==> config.mk <==
export PLATFORM = sky130hd
export DESIGN_NAME = rgb_fade_pwm
export DESIGN_NICKNAME = d
export VERILOG_FILES = /design/src/rtl/rgb_pwm_pkg.sv /design/src/rtl/rgb_fade_pwm_counter.sv /design/src/rtl/rgb_fade_pwm.sv
export SDC_FILE = /design/constraint.sdc
export NUM_CORES = 1
export LEC_CHECK = 0
export ABC_CLOCK_PERIOD_IN_PS = 12110
export CAP_MARGIN = 10
export CORE_ASPECT_RATIO = 0.7
export CORE_MARGIN = 5
export CORE_UTILIZATION = 60
export CTS_CLUSTER_DIAMETER = 60
export DETAILED_ROUTE_END_ITERATION = 8
export MAX_ROUTING_LAYER = met4
export PLACE_DENSITY = 0.77
export REMOVE_ABC_BUFFERS = 1
export SLEW_MARGIN = 20
export SYNTH_ARGS = -nofsm -noshare
export SYNTH_HDL_FRONTEND = slang
export SYNTH_SLANG_ARGS = --single-unit
==> constraint.sdc <==
create_clock -name clk -period 12.11 [get_ports clk]
set_input_delay 1.211 -clock clk [delete_from_list [all_inputs] [get_ports clk]]
set_output_delay 1.211 -clock clk [all_outputs]
set_load 0.02 [all_outputs]
==> src/rtl/rgb_pwm_pkg.sv <==
// Shared constants for the RGB fade PWM block: breathe FSM encoding and default sizing.
package rgb_pwm_pkg;

  localparam logic ST_UP   = 1'b0;
  localparam logic ST_DOWN = 1'b1;

  localparam int CH_DEF   = 3;
  localparam int N_DEF    = 16;
  localparam int DW_DEF   = 8;
  localparam int STEP_DEF = 1;

endpackage

==> src/rtl/rgb_fade_pwm_counter.sv <==
// Free-running modulo-(M+1) counter with count enable E and synchronous clear T.
module rgb_fade_pwm_counter #(
  parameter int           N = 16,
  parameter logic [N-1:0] M = {N{1'b1}}
) (
  input  logic         clk,
  input  logic         rst,
  input  logic         E,
  input  logic         T,
  output logic [N-1:0] q_o
);

  logic [N-1:0] q_q, q_d;

  always_comb begin
    q_d = q_q;
    if (T) begin
      q_d = '0;
    end else if (E) begin
      q_d = (q_q == M) ? '0 : q_q + N'(1);
    end
  end

  always_ff @(posedge clk or posedge rst) begin
    if (rst) begin
      q_q <= '0;
    end else begin
      q_q <= q_d;
    end
  end

  assign q_o = q_q;

endmodule

==> src/rtl/rgb_fade_pwm.sv <==
// Multi-channel PWM with double-buffered duties (swapped at period end) and an optional
// shared triangle "breathe" level that scales every channel's duty.
module rgb_fade_pwm
  import rgb_pwm_pkg::*;
#(
  parameter int CH   = CH_DEF,
  parameter int N    = N_DEF,
  parameter int DW   = DW_DEF,
  parameter int STEP = STEP_DEF,
  localparam int WW  = (CH > 1) ? $clog2(CH) : 1
) (
  input  logic          clk,
  input  logic          rst,
  input  logic          en,
  input  logic          wr,
  input  logic [WW-1:0] wr_ch,
  input  logic [DW-1:0] wr_duty,
  input  logic          breathe,
  output logic [CH-1:0] RGB,
  output logic          period_end
);

  localparam logic [DW-1:0] LMAX   = {DW{1'b1}};
  localparam logic [DW:0]   STEP_W = (DW+1)'(STEP);

  logic [N-1:0]  cnt;
  logic [DW-1:0] phase;
  logic          wr_ok;
  logic          mode_q, mode_d;
  logic          st_q, st_d;
  logic [DW-1:0] lvl_q, lvl_d;
  logic [DW:0]   lvl_sum;

  rgb_fade_pwm_counter #(
    .N (N),
    .M ({N{1'b1}})
  ) u_cnt (
    .clk (clk),
    .rst (rst),
    .E   (en),
    .T   (1'b0),
    .q_o (cnt)
  );

  assign period_end = en && (cnt == {N{1'b1}});
  assign phase      = cnt[N-1 -: DW];
  assign wr_ok      = wr && (32'(wr_ch) < CH);

  // Mode and level advance only at period boundaries so a pulse never changes mid-period.
  always_comb begin
    mode_d  = mode_q;
    st_d    = st_q;
    lvl_d   = lvl_q;
    lvl_sum = {1'b0, lvl_q} + STEP_W;
    if (period_end) begin
      mode_d = breathe;
      if (!mode_q) begin
        lvl_d = '0;
        st_d  = ST_UP;
      end else if (st_q == ST_UP) begin
        if (lvl_sum >= {1'b0, LMAX}) begin
          lvl_d = LMAX;
          st_d  = ST_DOWN;
        end else begin
          lvl_d = lvl_sum[DW-1:0];
        end
      end else begin
        if ({1'b0, lvl_q} <= STEP_W) begin
          lvl_d = '0;
          st_d  = ST_UP;
        end else begin
          lvl_d = lvl_q - STEP_W[DW-1:0];
        end
      end
    end
  end

  always_ff @(posedge clk or posedge rst) begin
    if (rst) begin
      mode_q <= 1'b0;
      st_q   <= ST_UP;
      lvl_q  <= '0;
    end else begin
      mode_q <= mode_d;
      st_q   <= st_d;
      lvl_q  <= lvl_d;
    end
  end

  for (genvar c = 0; c < CH; c++) begin : g_ch
    logic          hit;
    logic [DW-1:0] pend_q, pend_d, act_q, act_d, eff;
    logic [2*DW-1:0] prod;
    logic          rgb_q, rgb_d;

    assign hit    = wr_ok && (wr_ch == WW'(c));
    assign pend_d = hit ? wr_duty : pend_q;
    // A write landing on the boundary edge goes straight to the active duty.
    assign act_d  = period_end ? pend_d : act_q;
    assign prod   = {{DW{1'b0}}, act_q} * {{DW{1'b0}}, lvl_q};
    assign eff    = mode_q ? prod[2*DW-1:DW] : act_q;
    assign rgb_d  = en && (phase < eff);

    always_ff @(posedge clk or posedge rst) begin
      if (rst) begin
        pend_q <= '0;
        act_q  <= '0;
        rgb_q  <= 1'b0;
      end else begin
        pend_q <= pend_d;
        act_q  <= act_d;
        rgb_q  <= rgb_d;
      end
    end

    assign RGB[c] = rgb_q;
  end

endmodule
# == Word-level counts from Yosys, hierarchy flattened ==
# Index checks and enable logic that the tools add are counted.
# totals
regBits,77
in_bits,15
word_cells,52
# op_classes
n_addsub,3
n_mul,3
n_lt_le_gt_ge,6
n_eq_ne,3
mux,15
reduce_logical,9
# op_table
operator,count
$mux W8,10
$mul A8 B8 Y16,3
$lt A8 B8 Y1,3
$add A16 B1 Y16 const B,1
$eq A16 B16 Y1 const B,1
$mux W16,1
$add A8 B1 Y9 const B,1
$ge A9 B8 Y1 const B,1
$le A8 B1 Y1 const B,1
$logic_and A1 B1 Y1,8
$sub A8 B1 Y8 const B,1
$mux W1,4
$eq A2 B1 Y1 const B,1
$eq A2 B2 Y1 const B,1
$logic_not A2 Y1,1
$lt A2 B2 Y1 const B,1

# == Logic depth before layout (Yosys ltp) ==
# Gate-level depths: netlist (run 1).
# logic_depth
depth_word,5
depth_mapped,23
mapped_depth_nobuf,21

# == Cells and area by module ==
# From an unflattened synthesis (run 1), not the netlist that was laid out.
# hier_totals
cells_unflattened,1051
hier_area_um2,10103.4
# modules_own_cells
mod,instances,cells_per_inst,area_each_um2,seq_area_each_um2
rgb_fade_pwm,1,961,9221.3,1526.5
rgb_fade_pwm_counter,1,90,882.1,400.4

# == Worst setup path after synthesis (run 1) ==
# OpenSTA, ideal clock, no wires.
# synth_timing
path_kind,flip-flop to flip-flop
from,reg lvl_q[6]
to,reg g_ch[2].rgb_q
setup_time_ps,83
arrival_time_ps,5284
required_time_ps,12027
slack_ps,6743
stages_incl_launch_ff,21
n_path_buf,2
synth_period_minus_slack_ps,5367
path_cell_list,dfrtp_1 clkbuf_1 clkbuf_1 nand2_1 fa_1 fa_1 inv_1 fa_1 inv_1 fa_1 inv_1 ha_1 a21oi_1 a21boi_0 a21oi_1 o2111a_1 nor3_1 ha_1 a211oi_1 o211ai_1 o21ai_0
# synth_via
elab_chain_cells,4
# synth_rtl
element,line,rtl
start: declaration,rgb_fade_pwm.sv:31,"logic [DW-1:0] lvl_q, lvl_d;"
start signal: assignment,rgb_fade_pwm.sv:86,lvl_q <= lvl_d;
$mul A8 B8 Y16,rgb_fade_pwm.sv:100,"assign prod = {{DW{1'b0}}, act_q} * {{DW{1'b0}}, lvl_q};"
$mux W8,rgb_fade_pwm.sv:101,assign eff = mode_q ? prod[2*DW-1:DW] : act_q;
$lt A8 B8 Y1,rgb_fade_pwm.sv:102,assign rgb_d = en && (phase < eff);
$logic_and A1 B1 Y1,rgb_fade_pwm.sv:102,
named net g_ch[2].rgb_d,rgb_fade_pwm.sv:94,"logic rgb_q, rgb_d;"
end signal: assignment,rgb_fade_pwm.sv:112,rgb_q <= rgb_d;
end: declaration,rgb_fade_pwm.sv:94,
# The timed path passes the listed nets, and every way through them passes these cells.
# A chain may end at the register's enable or synchronous reset.

# == Worst setup path after layout (run 1) ==
# layout_timing
from,reg lvl_q[5]
to,reg g_ch[2].rgb_q
# The elaborated chain is that of the path after synthesis.

==> reports/qor.tcl, run 1 <==
set qor(run_status) {finished clean}
set qor(finalNetCount) 1381
set qor(grt_use_total_pct) 27.2
set qor(drcViolationCount) 0
set qor(cpMaxStageDelayCell) {sky130_fd_sc_hd__dfrtp_1}
set qor(slew_headroom_pct) 42.8
set qor(comb_power_share_pct) 7.9
set qor(tns_ns) 0
set qor(post-route-period-util_pct) 49.0
set qor(syn-cell-area_sq_mm) 0.0104
set qor(cts_num_sinks) 77
set qor(timing.reg2reg.setup_slack_ns) 6.17
set qor(dieWidth_um) 167
set qor(place.detailed.hpwl_um) 19300
set qor(rr_worst_depth) 20
set qor(synth.ff_latch_count) 77
set qor(timing.final.hold_violations) 0
set qor(postRouteWirelength_um) 25600
set qor(clk_transition_reported_paths_ns) 0.07
set qor(worstSetupPathDepth) 20
set qor(worstPathArrival_ns) 6.21
set qor(power_leakage_uw) 0.00567
set qor(detail_route.iter0.violations) 673
set qor(core-area_sq_mm) 0.0171
set qor(fin_crit_ns) 5.94
set qor(timing.critical_path.to) {g_ch[2].rgb_q}
set qor(dr.pass1.iters) 5
set qor(post_drt_wl_per_cell_um) 18.7
set qor(post_route_cells_drive_above_1_share_pct) 6.84
set qor(worst_slew_pin_slew_ns) 0.858
set qor(worstSetupEndpointType) {flip-flop}
set qor(setup_repair_after_global_routing_missed_its_margin) {no}
set qor(grt_first_pass_wirelength_um) 42900
set qor(util_after_layout_pct) 64.6
set qor(numCtsBuffers) 9
set qor(cells_after_synthesis) 1145
set qor(gp_congestion) 0.898
set qor(cts_setup_buffers) 0
set qor(ir_worst_vdd_mv) 0.0571
set qor(max_slew_violation_total_from_the_final_report) 0
set qor(worstSetupStartpointType) {flip-flop}
set qor(maxCapViolations) 0
set qor(synth_ff_type) {sky130_fd_sc_hd__dfrtp_1}
set qor(cp.required_ns) 12.38
set qor(floorplan.io_pins) 19
set qor(pwr_density_cell_mw_per_mm2) 56.2
set qor(crit_chain) {buf_4, nand2_1, fa_1, fa_1, inv_1, fa_1, inv_1, fa_1, inv_1, ha_1, nand2_1, a21boi_0, and3_1, nor2_1, a31oi_1, ha_1, a21o_1, a21oi_1, o211ai_1, o21ai_0}
set qor(antenna_violations_before_repair) 1
set qor(post_detailed_route_count_of_antenna_violating_nets) 0
set qor(area.growth.synth_to_final_pct) 6.14
set qor(swShare_pct) 27.3
set qor(mostFrequentLayoutCells) {sky130_fd_sc_hd__and2_1, sky130_fd_sc_hd__inv_1, sky130_fd_sc_hd__ha_1, sky130_fd_sc_hd__fa_1, sky130_fd_sc_hd__nor2_1}
set qor(syn_area_per_cell_sq_um) 9.10
set qor(cts_root_buffer) {sky130_fd_sc_hd__clkbuf_16}
set qor(initial_utilization_pct) 60.9
set qor(synth-edff-count) 0
set qor(worstReg2RegEnd) {g_ch[2].rgb_q}
set qor(worstPathBufferInverterCount) 4
set qor(yosys_warnings) 0
set qor(post_cts_hold_buffer_count) 0
set qor(grt_overflow_total) 0
set qor(critPathMaxFanout) 16
set qor(r2r-start) {lvl_q[5]}
set qor(hold_path_class) {reg -> reg}
set qor(layout_commonest_cell) {sky130_fd_sc_hd__and2_1}
set qor(startpoint_to_endpoint_class_of_the_critical_path) {reg -> reg}
set qor(setup_viol_count_final) 0
set qor(yosysUniqueCellTypes) 72
set qor(post_cts_sizing) 0
set qor(cts-root-to-sink-buffers) 2
set qor(dr_total_vias) 8264
set qor(fmax_ghz) 0.168
set qor(power_frac_clock_pct) 45.0
set qor(p_sw_uw) 170
set qor(finClkSkew_ns) 0.0116
set qor(die_height_um) 120
set qor(htreeDepth) 3
set qor(grt_pass1_vias) 8224
set qor(pin_count_of_the_biggest_net_entering_global_routing) 59
set qor(design_power_total_uw) 622
set qor(cpLargestDelayFamily) {adder cells}
set qor(placementRows) 40
set qor(viasPerCell) 6.02
set qor(worst_path_most_repeated_cell) {sky130_fd_sc_hd__fa_1}
set qor(insertion_delay_ns) 0.35
set qor(cell_internal_power_dissipation_uw) 452
set qor(cts_tree) {done}
set qor(crit_path_max_incr_delay_ns) 0.66
set qor(sequentialPowerShare_pct) 47.1
set qor(share_of_async_settable_or_async_resettable_flops_after_synthesis_pct) 100
set qor(port_buffer_count) 18
set qor(worst_setup_path_startpoint) {lvl_q[5]}
set qor(sequential_to_total_area_share_from_yosys_stat_pct) 18.5
set qor(die_area_sq_mm) 0.0201
set qor(nFillCells) 1462
-- final cells by class --
| cell class | instances | area [sq um] | area share [%] |
|---|---|---|---|
| Multi-Input combinational cell | 871 | 7710 | 69.7 |
| Sequential cell | 77 | 1930 | 17.4 |
| Inverter | 147 | 553 | 5.00 |
| Tap cell | 231 | 289 | 2.61 |
| Timing Repair Buffer | 30 | 270 | 2.44 |
| Clock buffer | 9 | 225 | 2.04 |
| Clock inverter | 7 | 80.1 | 0.724 |
| Antenna cell | 1 | 2.50 | 0.0226 |
-- logic make-up after synthesis --
| logic type | Yosys count | synth area share, % |
|---|---|---|
| xor gates and xnor gates | 24 | 2.02 |
| AOI/OAI and AO/OA | 157 | 11.2 |
| adders and majority gates | 230 | 35.2 |
| DFF | 77 | 18.5 |
| muxes | 38 | 4.01 |
| buffers and inverters | 197 | 7.50 |
| and+or+nand+nor | 422 | 21.6 |
-- cell usage after synthesis, drive strengths merged (9+ instances only) --
library cell / number / area share [%]
xnor2: 15 / 1.3
a21oi: 37 / 1.8
ha: 125 / 15
nor2: 86 / 3.1
nor3: 24 / 1.3
o21ai: 22 / 1.1
xor2: 9 / 0.76
nand3: 19 / 0.96
clkbuf: 30 / 1.1
mux2: 30 / 3.2
dfrtp: 77 / 18
and2: 148 / 8.9
nand4: 17 / 1.1
inv: 145 / 5.2
nand2: 74 / 2.7
a211oi: 12 / 0.86
a21o: 11 / 0.79
nand2b: 9 / 0.54
o211ai: 12 / 0.86
buf: 20 / 1.1
fa: 105 / 20
-- registers in the layout, summed over array words and instances, names as in the netlist --
name and cells:
g_ch.act_q 24, st_q 1, g_ch.rgb_q 3, mode_q 1, lvl_q 8, u_cnt.q_o 16, g_ch.pend_q 24
-- worst register-to-register path, cell delays in order (launching register included) --
cell	delay (ns)
sky130_fd_sc_hd__dfrtp_1	0.66
sky130_fd_sc_hd__buf_4	0.31
sky130_fd_sc_hd__nand2_1	0.09
sky130_fd_sc_hd__fa_1	0.49
sky130_fd_sc_hd__fa_1	0.55
sky130_fd_sc_hd__inv_1	0.05
sky130_fd_sc_hd__fa_1	0.53
sky130_fd_sc_hd__inv_1	0.06
sky130_fd_sc_hd__fa_1	0.53
sky130_fd_sc_hd__inv_1	0.04
sky130_fd_sc_hd__ha_1	0.31
sky130_fd_sc_hd__nand2_1	0.08
sky130_fd_sc_hd__a21boi_0	0.60
sky130_fd_sc_hd__and3_1	0.33
sky130_fd_sc_hd__nor2_1	0.06
sky130_fd_sc_hd__a31oi_1	0.19
sky130_fd_sc_hd__ha_1	0.28
sky130_fd_sc_hd__a21o_1	0.16
sky130_fd_sc_hd__a21oi_1	0.25
sky130_fd_sc_hd__o211ai_1	0.14
sky130_fd_sc_hd__o21ai_0	0.14
-- power groups by stage --
| stage | combinational [uW] | clock (uW) | sequential [uW] |
|---|---|---|---|
| floorplan | 34.7 | 0 | 294 |
| global placement | 47.8 | 0 | 297 |
| detailed placement | 49.1 | 0 | 298 |
| CTS | 49.5 | 283 | 293 |
| global route | 55.1 | 293 | 295 |
| finish | 49.4 | 280 | 293 |
-- per-layer routing --
metal  vias to the layer above  global-route usage [%]  share of wire [%]
met5                         -                       -                  0
met4                         0                    6.28                2.1
met3                        38                    5.62                7.9
met2                       315                    39.3                 43
met1                      4075                    39.6                 47
li1                       3836                       -                  -
-- through the flow --
step / cell area, sq um / hold slack, ns / instances / setup slack [ns]
after CTS: 11100 / 0.498 / 1372 / 6.26
after floorplan: 10200 / 0.468 / 1095 / 6.90
final: 11100 / 0.494 / 1373 / 6.17
after detailed placement: 10700 / 0.482 / 1356 / 6.26
after global routing: 11100 / 0.509 / 1373 / 5.81
after global placement: 10700 / 0.478 / 1356 / 6.43
-- worst min-delay path by stage --
stage	start	to	cells past startpoint
3_3_place_gp	g_ch[0].pend_q[0]	g_ch[0].pend_q[0]	1
4_1_cts	g_ch[0].pend_q[1]	g_ch[0].pend_q[1]	1
6_report	g_ch[0].pend_q[7]	g_ch[0].pend_q[7]	1
5_1_grt	g_ch[2].pend_q[3]	g_ch[2].pend_q[3]	1
2_1_floorplan	g_ch[0].pend_q[0]	g_ch[0].pend_q[0]	1
3_5_place_dp	g_ch[0].pend_q[1]	g_ch[0].pend_q[1]	1
Power figures use the tool's default switching activity.
==> inputs of run 2 (changes only) <==
Settings changed: ABC_CLOCK_PERIOD_IN_PS 12110 to 5500.
Clock period 12.11 ns to 5.5 ns, I/O delays scaled along.
==> run 2 against run 1 <==
Against the previous run:
- sequential share of layout area down 0.49 points
- clock power up 130%
- critical path depth is 1 lower
- sequential cell count unchanged
- die area unchanged
- hold slack gained 0.0049 ns
- register-to-register slack worse by 5.9 ns
- via count up 0.16%
- global-route usage rose by 0.43 points
- routed wire length grew 6.1%
- sequential power is 120% higher
- critical endpoint is now g_ch[0].rgb_q
==> reports/qor.tcl, run 2 (synthesized netlist as in run 1, its figures left out) <==
set qor(clk_transition_reported_paths_ns) 0.06
set qor(viasPerCell) 5.87
set qor(worstSetupEndpointType) {flip-flop}
set qor(run_status) {finished clean}
set qor(maxCapViolations) 0
set qor(htreeDepth) 3
set qor(ir_worst_vdd_mv) 0.209
set qor(finClkSkew_ns) 0.00936
set qor(hold_path_class) {reg -> reg}
set qor(grt_pass1_vias) 8155
set qor(cts_root_buffer) {sky130_fd_sc_hd__clkbuf_16}
set qor(pwr_density_cell_mw_per_mm2) 123
set qor(post_route_cells_drive_above_1_share_pct) 11.4
set qor(max_slew_violation_total_from_the_final_report) 0
set qor(die_height_um) 120
set qor(design_power_total_uw) 1410
set qor(util_after_layout_pct) 66.9
set qor(post-route-period-util_pct) 95.9
set qor(port_buffer_count) 18
set qor(post_route_design_area_sq_mm) 0.0114
set qor(dr_total_vias) 8277
set qor(core-area_sq_mm) 0.0171
set qor(grt_overflow_total) 0
set qor(critPathMaxFanout) 8
set qor(postPlaceCellArea_sq_mm) 0.0110
set qor(cts_num_sinks) 77
set qor(startpoint_to_endpoint_class_of_the_critical_path) {reg -> reg}
set qor(cts-root-to-sink-buffers) 2
set qor(worstSetupStartpointType) {flip-flop}
set qor(setup_viol_count_final) 0
set qor(cp.required_ns) 5.77
set qor(nFillCells) 1431
set qor(antenna_cells) 0
set qor(setup_repair_after_global_routing_missed_its_margin) {yes}
set qor(fin_crit_ns) 5.27
set qor(postRouteWirelength_um) 27200
set qor(antenna_violations_before_repair) 0
set qor(gp_congestion) 0.904
set qor(dieWidth_um) 167
set qor(cts_tree) {done}
set qor(numCtsBuffers) 9
set qor(insertion_delay_ns) 0.35
set qor(layout_commonest_cell) {sky130_fd_sc_hd__and2_1}
set qor(pin_count_of_the_biggest_net_entering_global_routing) 45
set qor(slew_headroom_pct) 40.8
set qor(die_area_sq_mm) 0.0201
set qor(initial_utilization_pct) 60.9
set qor(placementRows) 40
set qor(fmax_ghz) 0.190
set qor(place.detailed.hpwl_um) 20500
set qor(worstPathArrival_ns) 5.55
set qor(power_leakage_uw) 0.00588
set qor(post_drt_wl_per_cell_um) 19.3
set qor(post_detailed_route_count_of_antenna_violating_nets) 0
set qor(floorplan.io_pins) 19
set qor(grt_first_pass_wirelength_um) 43300
set qor(worst_slew_pin_slew_ns) 0.887
set qor(dr.pass1.iters) 5
set qor(area.growth.synth_to_final_pct) 9.87
set qor(grt_use_total_pct) 27.6
set qor(mostFrequentLayoutCells) {sky130_fd_sc_hd__and2_1, sky130_fd_sc_hd__inv_1, sky130_fd_sc_hd__ha_1, sky130_fd_sc_hd__fa_1, sky130_fd_sc_hd__nor2_1}
set qor(detail_route.iter0.violations) 635
set qor(finalNetCount) 1419
set qor(drcViolationCount) 0
set qor(timing.final.hold_violations) 0
[run 2: worst paths after layout]
| kind | start | to | slack [ns] | cells after the start |
|---|---|---|---|---|
| max | lvl_q[4] | g_ch[0].rgb_q | 0.23 | 19 |
| min | g_ch[0].pend_q[5] | g_ch[0].pend_q[5] | 0.50 | 1 |
| max reg2reg | lvl_q[4] | g_ch[0].rgb_q | 0.23 | 19 |
| min reg2reg | g_ch[0].pend_q[5] | g_ch[0].pend_q[5] | 0.50 | 1 |
| max in group asynchronous | rst | lvl_q[2] | 3.86 | 3 |
| min in group asynchronous | rst | g_ch[0].pend_q[7] | 0.58 | 2 |
[run 2: cell type report]
class	count	area, sq um	share of cell area, %
well taps	231	289	2.53
flip-flops and latches	77	1940	16.9
inverters	147	553	4.83
clock inverters	5	83.8	0.732
repair buffers	68	602	5.26
multi-input cells	871	7740	67.6
clock buffers	10	239	2.09
[run 2: critical path: stages, from the launching register on]
cell	delay [ns]
sky130_fd_sc_hd__dfrtp_2	0.50
sky130_fd_sc_hd__buf_4	0.18
sky130_fd_sc_hd__and2_1	0.16
sky130_fd_sc_hd__fa_1	0.40
sky130_fd_sc_hd__fa_1	0.47
sky130_fd_sc_hd__fa_1	0.55
sky130_fd_sc_hd__inv_1	0.06
sky130_fd_sc_hd__fa_1	0.53
sky130_fd_sc_hd__inv_1	0.04
sky130_fd_sc_hd__ha_1	0.32
sky130_fd_sc_hd__a21oi_2	0.18
sky130_fd_sc_hd__o211ai_1	0.21
sky130_fd_sc_hd__a311o_1	0.46
sky130_fd_sc_hd__xor2_1	0.16
sky130_fd_sc_hd__mux2i_1	0.14
sky130_fd_sc_hd__ha_1	0.25
sky130_fd_sc_hd__a21o_1	0.16
sky130_fd_sc_hd__a21oi_1	0.18
sky130_fd_sc_hd__nand4_1	0.11
sky130_fd_sc_hd__a21oi_1	0.13
[run 2: power breakdown]
part / total, uW / switching, uW / internal (uW)
logic: 110 / 55.0 / 55.2
clock network: 651 / 242 / 409
registers: 647 / 30.1 / 617
total: 1410 / 327 / 1080
[run 2: per-layer routing]
layer | GRT usage [%] | up-vias | share of wire [%]
met5 | - | - | 0
met4 | 5.58 | 0 | 1.5
met3 | 7.45 | 39 | 9.8
met2 | 39.0 | 353 | 42
met1 | 40.2 | 3985 | 47
li1 | - | 3900 | -
[run 2: timing repair]
item                                    4_1_cts  5_1_grt
pin swaps                                     0        4
gates resized for setup                       2       22
setup buffers                                 0        7
hold buffers                                  0        0
endpoints found under the setup margin        2        3
gates cloned                                  0        1
[run 2: through the flow]
| step | setup TNS (ns) | setup WS [ns] | std cells | hold WS, ns |
|---|---|---|---|---|
| finish | 0 | 0.226 | 1409 | 0.499 |
| global placement | 0 | 0.105 | 1386 | 0.476 |
| floorplan | 0 | 0.295 | 1095 | 0.468 |
| global route | -0.0624 | -0.0532 | 1409 | 0.509 |
| CTS | 0 | 0.0385 | 1401 | 0.497 |
| detailed placement | -0.0365 | -0.0365 | 1386 | 0.484 |
